==> src/rtl/vga_scan_output_if.sv <==
// -----------------------------------------------------------------------------
// vga_scan_output_if
//
// Groups the drawer-facing and palette-facing signals of vga_scan_output.
//
// Request/select contract (there is no backpressure anywhere on this bus):
//   pixel_req_o acts as a "valid" for a pixel position. It is high in the
//   cycle the raster counters sit on a visible pixel. The upstream drawer
//   must present the matching select_i exactly PIPE_DELAY cycles later,
//   stable across the edge that ends that cycle. The consumer is always
//   "ready". select_i is ignored whenever the delayed active flag is low.
//   The palette write port is a plain write strobe. pal_we_i qualifies
//   pal_addr_i/pal_data_i on the edge where it is high.
//
// modports:
//   slave  - the scan-output block
//   master - the environment (drawer + palette writer + display sink)
// -----------------------------------------------------------------------------
interface vga_scan_output_if #(
    parameter int SELECT_SIZE = 3,
    parameter int COLOR_WIDTH = 12
);
    logic [SELECT_SIZE-1:0] select_i;
    logic                   pal_we_i;
    logic [SELECT_SIZE-1:0] pal_addr_i;
    logic [COLOR_WIDTH-1:0] pal_data_i;
    logic                   pixel_req_o;
    logic                   frame_start_o;
    logic [4:0]             v_cntr_mod32_o;
    logic                   hsync_o;
    logic                   vsync_o;
    logic                   active_o;
    logic [COLOR_WIDTH-1:0] rgb_o;

    modport slave (
        input  select_i, pal_we_i, pal_addr_i, pal_data_i,
        output pixel_req_o, frame_start_o, v_cntr_mod32_o,
               hsync_o, vsync_o, active_o, rgb_o
    );

    modport master (
        output select_i, pal_we_i, pal_addr_i, pal_data_i,
        input  pixel_req_o, frame_start_o, v_cntr_mod32_o,
               hsync_o, vsync_o, active_o, rgb_o
    );
endinterface

==> src/rtl/vga_scan_output.sv <==
// -----------------------------------------------------------------------------
// vga_scan_output
//
// Final display stage. It generates raster timing from the pixel clock and
// tells the upstream drawer which pixel and tile row are current. It takes
// the drawer's colour select PIPE_DELAY cycles later, maps it through a
// writable palette, and registers RGB together with sync and blanking. The
// sync and blanking signals are delayed so they line up with the colour.
//
// Ports:
//   clk_i   - pixel clock
//   rst_i   - asynchronous, active-high reset
//   bus     - vga_scan_output_if.slave:
//             select_i, pal_we_i, pal_addr_i, pal_data_i        (in)
//             pixel_req_o, frame_start_o, v_cntr_mod32_o        (stage 0)
//             hsync_o, vsync_o, active_o, rgb_o                 (registered,
//                                                    PIPE_DELAY+1 latency)
// -----------------------------------------------------------------------------
module vga_scan_output #(
    parameter int H_ACTIVE    = 640,
    parameter int H_FP        = 16,
    parameter int H_SYNC      = 96,
    parameter int H_BP        = 48,
    parameter int V_ACTIVE    = 480,
    parameter int V_FP        = 10,
    parameter int V_SYNC      = 2,
    parameter int V_BP        = 33,
    parameter int SELECT_SIZE = 3,
    parameter int COLOR_WIDTH = 12,
    parameter int PIPE_DELAY  = 2
) (
    input  logic              clk_i,
    input  logic              rst_i,
    vga_scan_output_if.slave  bus
);
    localparam int H_TOTAL   = H_ACTIVE + H_FP + H_SYNC + H_BP;
    localparam int V_TOTAL   = V_ACTIVE + V_FP + V_SYNC + V_BP;
    localparam int HW        = $clog2(H_TOTAL);
    // The row index output needs at least 5 counter bits.
    localparam int VW        = ($clog2(V_TOTAL) < 5) ? 5 : $clog2(V_TOTAL);
    localparam int PAL_DEPTH = 2 ** SELECT_SIZE;

    localparam logic [HW-1:0] H_LAST     = HW'(H_TOTAL - 1);
    localparam logic [HW-1:0] H_ACT_END  = HW'(H_ACTIVE);
    localparam logic [HW-1:0] HS_START   = HW'(H_ACTIVE + H_FP);
    localparam logic [HW-1:0] HS_END     = HW'(H_ACTIVE + H_FP + H_SYNC);
    localparam logic [VW-1:0] V_LAST     = VW'(V_TOTAL - 1);
    localparam logic [VW-1:0] V_ACT_END  = VW'(V_ACTIVE);
    localparam logic [VW-1:0] VS_START   = VW'(V_ACTIVE + V_FP);
    localparam logic [VW-1:0] VS_END     = VW'(V_ACTIVE + V_FP + V_SYNC);

    // Reset contents of the palette. The values are 4:4:4 codes. Indices
    // past 7 come up black.
    function automatic logic [COLOR_WIDTH-1:0] pal_default(input int idx);
        logic [11:0] c;
        case (idx)
            1:       c = 12'hFFF;
            2:       c = 12'hF00;
            3:       c = 12'h0F0;
            4:       c = 12'h00F;
            5:       c = 12'hFF0;
            6:       c = 12'h0FF;
            7:       c = 12'hF0F;
            default: c = 12'h000;
        endcase
        return COLOR_WIDTH'(c);
    endfunction

    // ------------------------------------------------------------------
    // Raster counters. On reset they load their last value, so the first
    // edge after release lands on (0,0).
    // ------------------------------------------------------------------
    logic [HW-1:0] h_cnt_q, h_cnt_d;
    logic [VW-1:0] v_cnt_q, v_cnt_d;

    always_comb begin
        h_cnt_d = h_cnt_q + HW'(1);
        v_cnt_d = v_cnt_q;
        if (h_cnt_q == H_LAST) begin
            h_cnt_d = '0;
            if (v_cnt_q == V_LAST) begin
                v_cnt_d = '0;
            end else begin
                v_cnt_d = v_cnt_q + VW'(1);
            end
        end
    end

    always_ff @(posedge clk_i or posedge rst_i) begin
        if (rst_i) begin
            h_cnt_q <= H_LAST;
            v_cnt_q <= V_LAST;
        end else begin
            h_cnt_q <= h_cnt_d;
            v_cnt_q <= v_cnt_d;
        end
    end

    // ------------------------------------------------------------------
    // Stage-0 decode
    // ------------------------------------------------------------------
    logic pixel_req;
    logic hs_raw;
    logic vs_raw;

    assign pixel_req = (h_cnt_q < H_ACT_END) && (v_cnt_q < V_ACT_END);
    assign hs_raw    = !((h_cnt_q >= HS_START) && (h_cnt_q < HS_END));
    // vs_raw depends only on v_cnt, so it moves only at line boundaries.
    assign vs_raw    = !((v_cnt_q >= VS_START) && (v_cnt_q < VS_END));

    assign bus.pixel_req_o    = pixel_req;
    assign bus.frame_start_o  = (h_cnt_q == '0) && (v_cnt_q == '0);
    assign bus.v_cntr_mod32_o = v_cnt_q[4:0];

    // ------------------------------------------------------------------
    // Delay line. The three flags are kept as {hs, vs, active}. Each stage
    // resets to "syncs idle, not active".
    // ------------------------------------------------------------------
    logic [2:0] flags_raw;
    logic [2:0] flags_dly;

    assign flags_raw = {hs_raw, vs_raw, pixel_req};

    generate
        if (PIPE_DELAY == 0) begin : g_nodly
            assign flags_dly = flags_raw;
        end else begin : g_dly
            logic [2:0] stage_q [PIPE_DELAY];

            always_ff @(posedge clk_i or posedge rst_i) begin
                if (rst_i) begin
                    for (int i = 0; i < PIPE_DELAY; i++) begin
                        stage_q[i] <= 3'b110;
                    end
                end else begin
                    stage_q[0] <= flags_raw;
                    for (int i = 1; i < PIPE_DELAY; i++) begin
                        stage_q[i] <= stage_q[i-1];
                    end
                end
            end

            assign flags_dly = stage_q[PIPE_DELAY-1];
        end
    endgenerate

    // ------------------------------------------------------------------
    // Palette. The lookup below reads pal_q before this edge's write takes
    // effect. So a write and a read of the same index on one edge return
    // the old colour.
    // ------------------------------------------------------------------
    logic [COLOR_WIDTH-1:0] pal_q [PAL_DEPTH];

    always_ff @(posedge clk_i or posedge rst_i) begin
        if (rst_i) begin
            for (int i = 0; i < PAL_DEPTH; i++) begin
                pal_q[i] <= pal_default(i);
            end
        end else if (bus.pal_we_i) begin
            pal_q[bus.pal_addr_i] <= bus.pal_data_i;
        end
    end

    // ------------------------------------------------------------------
    // Output register
    // ------------------------------------------------------------------
    logic                   hsync_q;
    logic                   vsync_q;
    logic                   active_q;
    logic [COLOR_WIDTH-1:0] rgb_q;
    logic [COLOR_WIDTH-1:0] rgb_d;

    // Black outside the visible area, whatever the drawer presents.
    assign rgb_d = flags_dly[0] ? pal_q[bus.select_i] : '0;

    always_ff @(posedge clk_i or posedge rst_i) begin
        if (rst_i) begin
            hsync_q  <= 1'b1;
            vsync_q  <= 1'b1;
            active_q <= 1'b0;
            rgb_q    <= '0;
        end else begin
            hsync_q  <= flags_dly[2];
            vsync_q  <= flags_dly[1];
            active_q <= flags_dly[0];
            rgb_q    <= rgb_d;
        end
    end

    assign bus.hsync_o  = hsync_q;
    assign bus.vsync_o  = vsync_q;
    assign bus.active_o = active_q;
    assign bus.rgb_o    = rgb_q;

endmodule
==> src/flat_wrapper.sv <==
// flat-port wrapper written by rule: the top's interface ports become plain ports
module vga_scan_output_flat 
#(
    parameter int H_ACTIVE    = 640,
    parameter int H_FP        = 16,
    parameter int H_SYNC      = 96,
    parameter int H_BP        = 48,
    parameter int V_ACTIVE    = 480,
    parameter int V_FP        = 10,
    parameter int V_SYNC      = 2,
    parameter int V_BP        = 33,
    parameter int SELECT_SIZE = 3,
    parameter int COLOR_WIDTH = 12,
    parameter int PIPE_DELAY  = 2
)
  (clk_i, rst_i, bus_select_i, bus_pal_we_i, bus_pal_addr_i, bus_pal_data_i, bus_pixel_req_o, bus_frame_start_o, bus_v_cntr_mod32_o, bus_hsync_o, bus_vsync_o, bus_active_o, bus_rgb_o);
  vga_scan_output_if #(.SELECT_SIZE(SELECT_SIZE), .COLOR_WIDTH(COLOR_WIDTH)) bus_i ();
  input  logic clk_i;
  input  logic rst_i;
  input wire logic [$bits(bus_i.select_i)-1:0] bus_select_i;
  input wire logic [$bits(bus_i.pal_we_i)-1:0] bus_pal_we_i;
  input wire logic [$bits(bus_i.pal_addr_i)-1:0] bus_pal_addr_i;
  input wire logic [$bits(bus_i.pal_data_i)-1:0] bus_pal_data_i;
  output wire logic [$bits(bus_i.pixel_req_o)-1:0] bus_pixel_req_o;
  output wire logic [$bits(bus_i.frame_start_o)-1:0] bus_frame_start_o;
  output wire logic [$bits(bus_i.v_cntr_mod32_o)-1:0] bus_v_cntr_mod32_o;
  output wire logic [$bits(bus_i.hsync_o)-1:0] bus_hsync_o;
  output wire logic [$bits(bus_i.vsync_o)-1:0] bus_vsync_o;
  output wire logic [$bits(bus_i.active_o)-1:0] bus_active_o;
  output wire logic [$bits(bus_i.rgb_o)-1:0] bus_rgb_o;
  assign bus_i.select_i = bus_select_i;
  assign bus_i.pal_we_i = bus_pal_we_i;
  assign bus_i.pal_addr_i = bus_pal_addr_i;
  assign bus_i.pal_data_i = bus_pal_data_i;
  assign bus_pixel_req_o = bus_i.pixel_req_o;
  assign bus_frame_start_o = bus_i.frame_start_o;
  assign bus_v_cntr_mod32_o = bus_i.v_cntr_mod32_o;
  assign bus_hsync_o = bus_i.hsync_o;
  assign bus_vsync_o = bus_i.vsync_o;
  assign bus_active_o = bus_i.active_o;
  assign bus_rgb_o = bus_i.rgb_o;
  vga_scan_output #(.H_ACTIVE(H_ACTIVE), .H_FP(H_FP), .H_SYNC(H_SYNC), .H_BP(H_BP), .V_ACTIVE(V_ACTIVE), .V_FP(V_FP), .V_SYNC(V_SYNC), .V_BP(V_BP), .SELECT_SIZE(SELECT_SIZE), .COLOR_WIDTH(COLOR_WIDTH), .PIPE_DELAY(PIPE_DELAY)) u_core (.clk_i(clk_i), .rst_i(rst_i), .bus(bus_i));
endmodule
==> config.mk <==
export PLATFORM = sky130hd
export DESIGN_NAME = vga_scan_output_flat
export DESIGN_NICKNAME = d
export VERILOG_FILES = /design/src/rtl/vga_scan_output_if.sv /design/src/rtl/vga_scan_output.sv /design/src/flat_wrapper.sv
export SDC_FILE = /design/constraint.sdc
export NUM_CORES = 1
export LEC_CHECK = 0
export BUFFER_PORTS_ARGS = -buffer_cell sky130_fd_sc_hd__buf_2
export CORE_MARGIN = 2
export CORE_UTILIZATION = 40
export DETAILED_ROUTE_END_ITERATION = 12
export PLACE_DENSITY_LB_ADDON = 0.25
export SLEW_MARGIN = 20
export SYNTH_ARGS = -nofsm -noshare
export SYNTH_HDL_FRONTEND = slang
export SYNTH_SLANG_ARGS = --single-unit
==> constraint.sdc <==
create_clock -name clk_i -period 3.6 [get_ports clk_i]
set_input_delay 0.18 -clock clk_i [delete_from_list [all_inputs] [get_ports clk_i]]
set_output_delay 0.18 -clock clk_i [all_outputs]
set_load 0.005 [all_outputs]
After elaboration in Yosys (flattened, before gate mapping). Index checks and enable logic that the tools add are counted.

Register bits: 137. Word-level logic and storage cells: 49.

Add/subtract/negate cells: 2. Magnitude comparators: 9. Equality and inequality tests: 2. Muxes and demuxes: 9. Bitwise logic cells: 2. Reductions and logical operators: 9.

Operator list (count): $bwmux 96 (1); $mux 12 (4); $bmux 12 s3 (1); $demux 12 s3 (1); $add 10x1->10 const B (2); $eq 10x10->1 const B (2); $logic_not 10->1 (2); $lt 10x10->1 const B (2); $lt 10x9->1 const B (2); $mux 10 (2); $ge 10x10->1 const B (1); $ge 10x9->1 const B (1); $ge 4x4->1 const B (2); $not 3->4 (2); $logic_and 1x1->1 (5); $lt 4x1->1 const B (1); $logic_not 1->1 (2).

Logic depth before layout (Yosys ltp).
Depth in word-level cells: 6. Gate-level depth with buffers: 6. Depth with buffers taken out: 6.

Least setup slack after synthesis. Ideal clock, no wire load.

Kind: reg-to-reg. Start: reg u_core.h_cnt_q[4]. End: reg u_core.v_cnt_q[9]. Library setup time: 0.073 ns. Data arrival time: 2.057 ns. Required time: 3.527 ns. Slack: 1.470 ns. Cell stages (with the launch flop): 6. Buffers on the path: 1. Clock period less this slack: 2.130 ns. Cell sequence: dfstp_2 > buf_2 > or4b_1 > or3_1 > or4_1 > a21oi_1.

Longest elaborated chain between the ends: 1.

Ends and longest elaborated chain: from (decl) (RTL line vga_scan_output.sv:73) `logic [HW-1:0] h_cnt_q, h_cnt_d;`; from (signal assigned) (RTL line vga_scan_output.sv:94) `h_cnt_q <= h_cnt_d;`; $eq 10x10->1 (RTL line vga_scan_output.sv:79) `if (h_cnt_q == H_LAST) begin`; to (signal assigned) (RTL line vga_scan_output.sv:95) `v_cnt_q <= v_cnt_d;`; to (decl) (RTL line vga_scan_output.sv:74) `logic [VW-1:0] v_cnt_q, v_cnt_d;`.

Every way passes these cells. A chain may end at the register's enable or synchronous reset.

Worst setup path in the final report. Ends and elaborated chain as after synthesis.

==> results <==
- Ranked by total cell area, the synthesized netlist is headed by sky130_fd_sc_hd__dfrtp_1, sky130_fd_sc_hd__dfstp_2, sky130_fd_sc_hd__mux2_2.
- The vertical die dimension is 127 um.
- The yosys synthesis warning count is 0.
- The average wire length per cell after detail routing is 18.4 um.
- For this block, the via count after detailed routing is 3463.
- The data arrival time of the critical path is 2680 ps.
- The most used flip-flop cell after synthesis is sky130_fd_sc_hd__dfrtp_1.
- The headroom to the max-slew limit is 32.4%.
- 43 I/O pins were placed.
- The upper clock frequency limit is 428 MHz.
- The post-route clock skew is 4.52 ps.
- The final hold violation count is 0.
- TritonCTS created 17 clock buffers.
- After synthesis, the largest area contributor takes up 30.1% of total cell area.
- The number of buffers and inverters on the critical path is 0.
- The count of cells along the worst register-to-register path is 4.
- Setup repair after global routing left no endpoint under its margin.
- The number of nets handed over by synthesis was 431.
- At the worst endpoint, the required time is 3950 ps.
- The first global-routing pass estimated 19400 um of wire.
- Yosys mapped a number of flops with a built-in enable equal to 0.
- The number of sinks handled by clock tree synthesis is 137.
- The count of unresolved DRC violations after routing is 0.
- The clock-pin slew of the registers on the worst-case setup and hold paths is 60 ps.
- The startpoint class of the critical path is a flip-flop.
- The number of global-route vias before repair came to 3574.
- The tightest min-delay check is of the input pin to flip-flop type.
- After the first detailed-routing iteration, the DRC count stood at 161.
- The number of buffers added for setup after CTS is 0.
- The run finished with clean final reports.
- The initial antenna violation count came to 0.
- Global routing consumed, over all layers together, 16.1% of the routing resources.
- The delay contributed by the slowest stage of the critical path is 590 ps.
- The timing startpoint of the critical path is u_core.h_cnt_q[4]$_DFF_PP1_.
- Max-cap violations in this run came to 0.
- The critical path endpoint is u_core.v_cnt_q[9]$_DFFE_PP1N_.
- The logic depth of the worst setup path including buffers is 4.
- After synthesis, the most frequently instantiated cells are sky130_fd_sc_hd__mux2_2, sky130_fd_sc_hd__dfrtp_1, sky130_fd_sc_hd__dfstp_2.
- The power density over cell area is 627 nW/um2.
- The maximum level of the CTS H-tree is 4.
- After legalization and detailed placement, the total HPWL measured 7300 um.
- The startpoint of the most critical register-to-register path is u_core.h_cnt_q[4]$_DFF_PP1_.
- The master cell of the clock root buffer is sky130_fd_sc_hd__clkbuf_16.
- The max-slew violation total from the final report is 0.
- The count of placed standard cells in the final layout, fillers left out is 649.
- The floorplan die width is 127 um.
- The detailed-route vias per instance is 5.34.
- Traced cell by cell, the critical path runs through or4b_1 -> or3_1 -> or4_1 -> a21oi_1.
- In this run the critical register-to-register path is captured at u_core.v_cnt_q[9]$_DFFE_PP1N_.
- The most area-hungry cell type in the Yosys netlist is sky130_fd_sc_hd__dfrtp_1.
- On the critical path, the stage with the largest delay is an instance of sky130_fd_sc_hd__dfstp_2.
- The number of port buffers is 42.
- The number of detailed-routing iterations run before antenna repair is 6.
- The number of placed cells counting well taps is 616.
- The number of cell rows is 44.
- The cell area after synthesis is 6060 um2.
- Setup violations remaining at the end of the flow were counted as 0.
- The die covers 16100 um2.
- The overall power consumption is 4.48 mW.
- The largest fanout of any net on the critical path is 11.
- The leading cell type by number of instances after synthesis is sky130_fd_sc_hd__mux2_2.
- The total negative setup slack is 0 ps.
- For flop-to-flop paths, the worst setup slack is 1260 ps.
- The synthesized area per cell is 14.9 um2.
- For this run, the post-layout net count is 477.
- For this design the static power due to leakage is 2.94 nW.
- The largest net degree at the start of global routing is 54.
- In the synthesized netlist the async set-or-reset flop fraction comes to 100%.
- The kind of critical path is flip-flop to flip-flop.
- Sequential elements use 57.9% of the synthesized area.
- In this design, the largest share of critical-path delay is due to simple AND/OR/NAND/NOR gates.
- The clock passes through at most 2 buffers.
- The number of routed nets with antenna violations is 0.
- Summed over all layers, the routed wires come to 12000 um.
- The worst hold path passes through 2 cells.
- The congestion estimate from routability-driven global placement came to 0.772.
- The clock tree from TritonCTS is done.
- The peak ir drop on the vdd network is 0.378 mV.
- For the pin with the worst max-slew slack, the measured transition is 1010 ps.
- The layout overhead on the synthesized area is 17.8%.
- The post-route clock period utilization is 64.9%.
- The post-layout minimum cycle time is 2340 ps.
- The clock insertion delay at the later pin of the skew report is 420 ps.
- Synthesis produced 406 cells.
- The starting density of the core is 41.4%.
- The number of synthesized register bits is 137.
- In this run the standard cell core region covers 14600 um2.
- The proportion of layout cells with a drive suffix above 1 is 58.3%.
- Global routing finished with a remaining overflow of 0.
- 0 antenna diodes ended up in the layout.
- The unique cell type count in the Yosys netlist is 34.
- The critical path capture point type is a flip-flop.
## how the worst min path moves through the flow
stage / from / slack [ps] / end
2_1_floorplan: bus_pal_data_i[10] / 330 / u_core.pal_q[22]$_DFFE_PP0P_
3_3_place_gp: rst_i / 290 / u_core.pal_q[84]$_DFFE_PP0P_
3_5_place_dp: rst_i / 300 / u_core.pal_q[84]$_DFFE_PP0P_
4_1_cts: bus_pal_data_i[3] / 80 / u_core.pal_q[51]$_DFFE_PP0P_
5_1_grt: bus_pal_data_i[3] / 80 / u_core.pal_q[15]$_DFFE_PP1P_
6_report: bus_pal_data_i[0] / 100 / u_core.pal_q[12]$_DFFE_PP1P_
## worst reg2reg max path, cell delays in order, from the launching register on
cell and delay, ps:
sky130_fd_sc_hd__dfstp_2 590, sky130_fd_sc_hd__or4b_1 490, sky130_fd_sc_hd__or3_1 490, sky130_fd_sc_hd__or4_1 540, sky130_fd_sc_hd__a21oi_1 160
## cell families after synthesis
group	count (synthesis)	share of synthesized area, %
flops	137	57.9
compound gates	11	0.991
simple gates	80	7.58
mux	133	28.9
xor+xnor	10	1.45
buf+inv	31	2.35
fa+ha+maj	4	0.826
## power by group
part	leakage (nW)	switching [mW]	internal (mW)
sequential	1.55	0.117	1.90
combinational	1.07	0.208	0.352
clock	0.314	0.669	1.23
## through the flow
| stage | setup slack (ps) | util (%) | hold slack [ps] | cell area, um2 |
|---|---|---|---|---|
| 6_report | 1260 | 48.8 | 103 | 7140 |
| 3_5_place_dp | 1290 | 44.2 | 304 | 6480 |
| 4_1_cts | 1260 | 48.8 | 79.1 | 7140 |
| 2_1_floorplan | 1470 | - | 330 | 6060 |
| 3_3_place_gp | 1300 | 44.2 | 294 | 6480 |
| 5_1_grt | 1140 | 48.8 | 81.9 | 7140 |
## registers in the layout, indices dropped and copies added (netlist names)
signal / count
u_core.flags_dly: 3
u_core.h_cnt_q: 10
u_core.bus.hsync_o: 1
u_core.bus.vsync_o: 1
u_core.g_dly.stage_q: 3
u_core.pal_q: 96
u_core.bus.rgb_o: 12
u_core.bus.active_o: 1
u_core.v_cnt_q: 10
## cell usage in the layout, fill, tap and decap left out, types with 2 or more instances in the layout
cell type                    Yosys  final
sky130_fd_sc_hd__mux4_2         24     24
sky130_fd_sc_hd__clkinv_4        0      3
sky130_fd_sc_hd__dfstp_2        64     64
sky130_fd_sc_hd__nand4b_1        3      3
sky130_fd_sc_hd__clkinvlp_4      0      3
sky130_fd_sc_hd__nor4_1          4      4
sky130_fd_sc_hd__nor3b_2         0      2
sky130_fd_sc_hd__nor2_1          7      7
sky130_fd_sc_hd__clkinv_2        0      3
sky130_fd_sc_hd__a21oi_1         2      2
sky130_fd_sc_hd__inv_6           0      2
sky130_fd_sc_hd__mux2_2         96     96
sky130_fd_sc_hd__dfrtp_1        73     73
sky130_fd_sc_hd__bufinv_16       0      5
sky130_fd_sc_hd__nand2b_1        2      2
sky130_fd_sc_hd__o21ai_0         7      7
sky130_fd_sc_hd__nand2_1        10     10
sky130_fd_sc_hd__xor2_1          5      5
sky130_fd_sc_hd__and4_1          2      2
sky130_fd_sc_hd__nor3_1          5      3
sky130_fd_sc_hd__buf_4           5      7
sky130_fd_sc_hd__nor2b_1        13     13
sky130_fd_sc_hd__nor3_2          0      2
sky130_fd_sc_hd__mux2i_1        13     13
sky130_fd_sc_hd__xnor2_1         5      5
sky130_fd_sc_hd__nand4_1         6      6
sky130_fd_sc_hd__and3_1          4      4
sky130_fd_sc_hd__and2_1          2      2
sky130_fd_sc_hd__nand3_1        13     13
sky130_fd_sc_hd__or4_1           2      2
sky130_fd_sc_hd__buf_2           6     42
sky130_fd_sc_hd__clkbuf_16       0     17
sky130_fd_sc_hd__inv_1           7      6
sky130_fd_sc_hd__or3_1           3      3
sky130_fd_sc_hd__ha_1            4      4
## cell type report
| type | instances | area, um2 |
|---|---|---|
| Fill cell | 1244 | 7500 |
| Timing Repair Buffer | 51 | 293 |
| Clock buffer | 17 | 425 |
| Tap cell | 184 | 230 |
| Clock inverter | 15 | 224 |
| Multi-Input combinational cell | 238 | 2430 |
| Sequential cell | 137 | 3510 |
| Inverter | 7 | 30.0 |
## layer usage
layer / vias to the layer above / global-route usage, % / share of wire, %
li1: 1580 / - / -
met5: - / 0 / 0
met2: 54 / 24.7 / 49
met3: 9 / 5.74 / 3.6
met4: 0 / 4.65 / 0.90
met1: 1820 / 21.6 / 46
## what timing repair did
action / CTS / global route
hold buffers: 1 / 0
setup endpoints to repair: 0 / 0
resized for setup: 0 / 0
hold endpoints to repair: 13 / 0
Note: power is estimated with default switching activity, not from simulation.
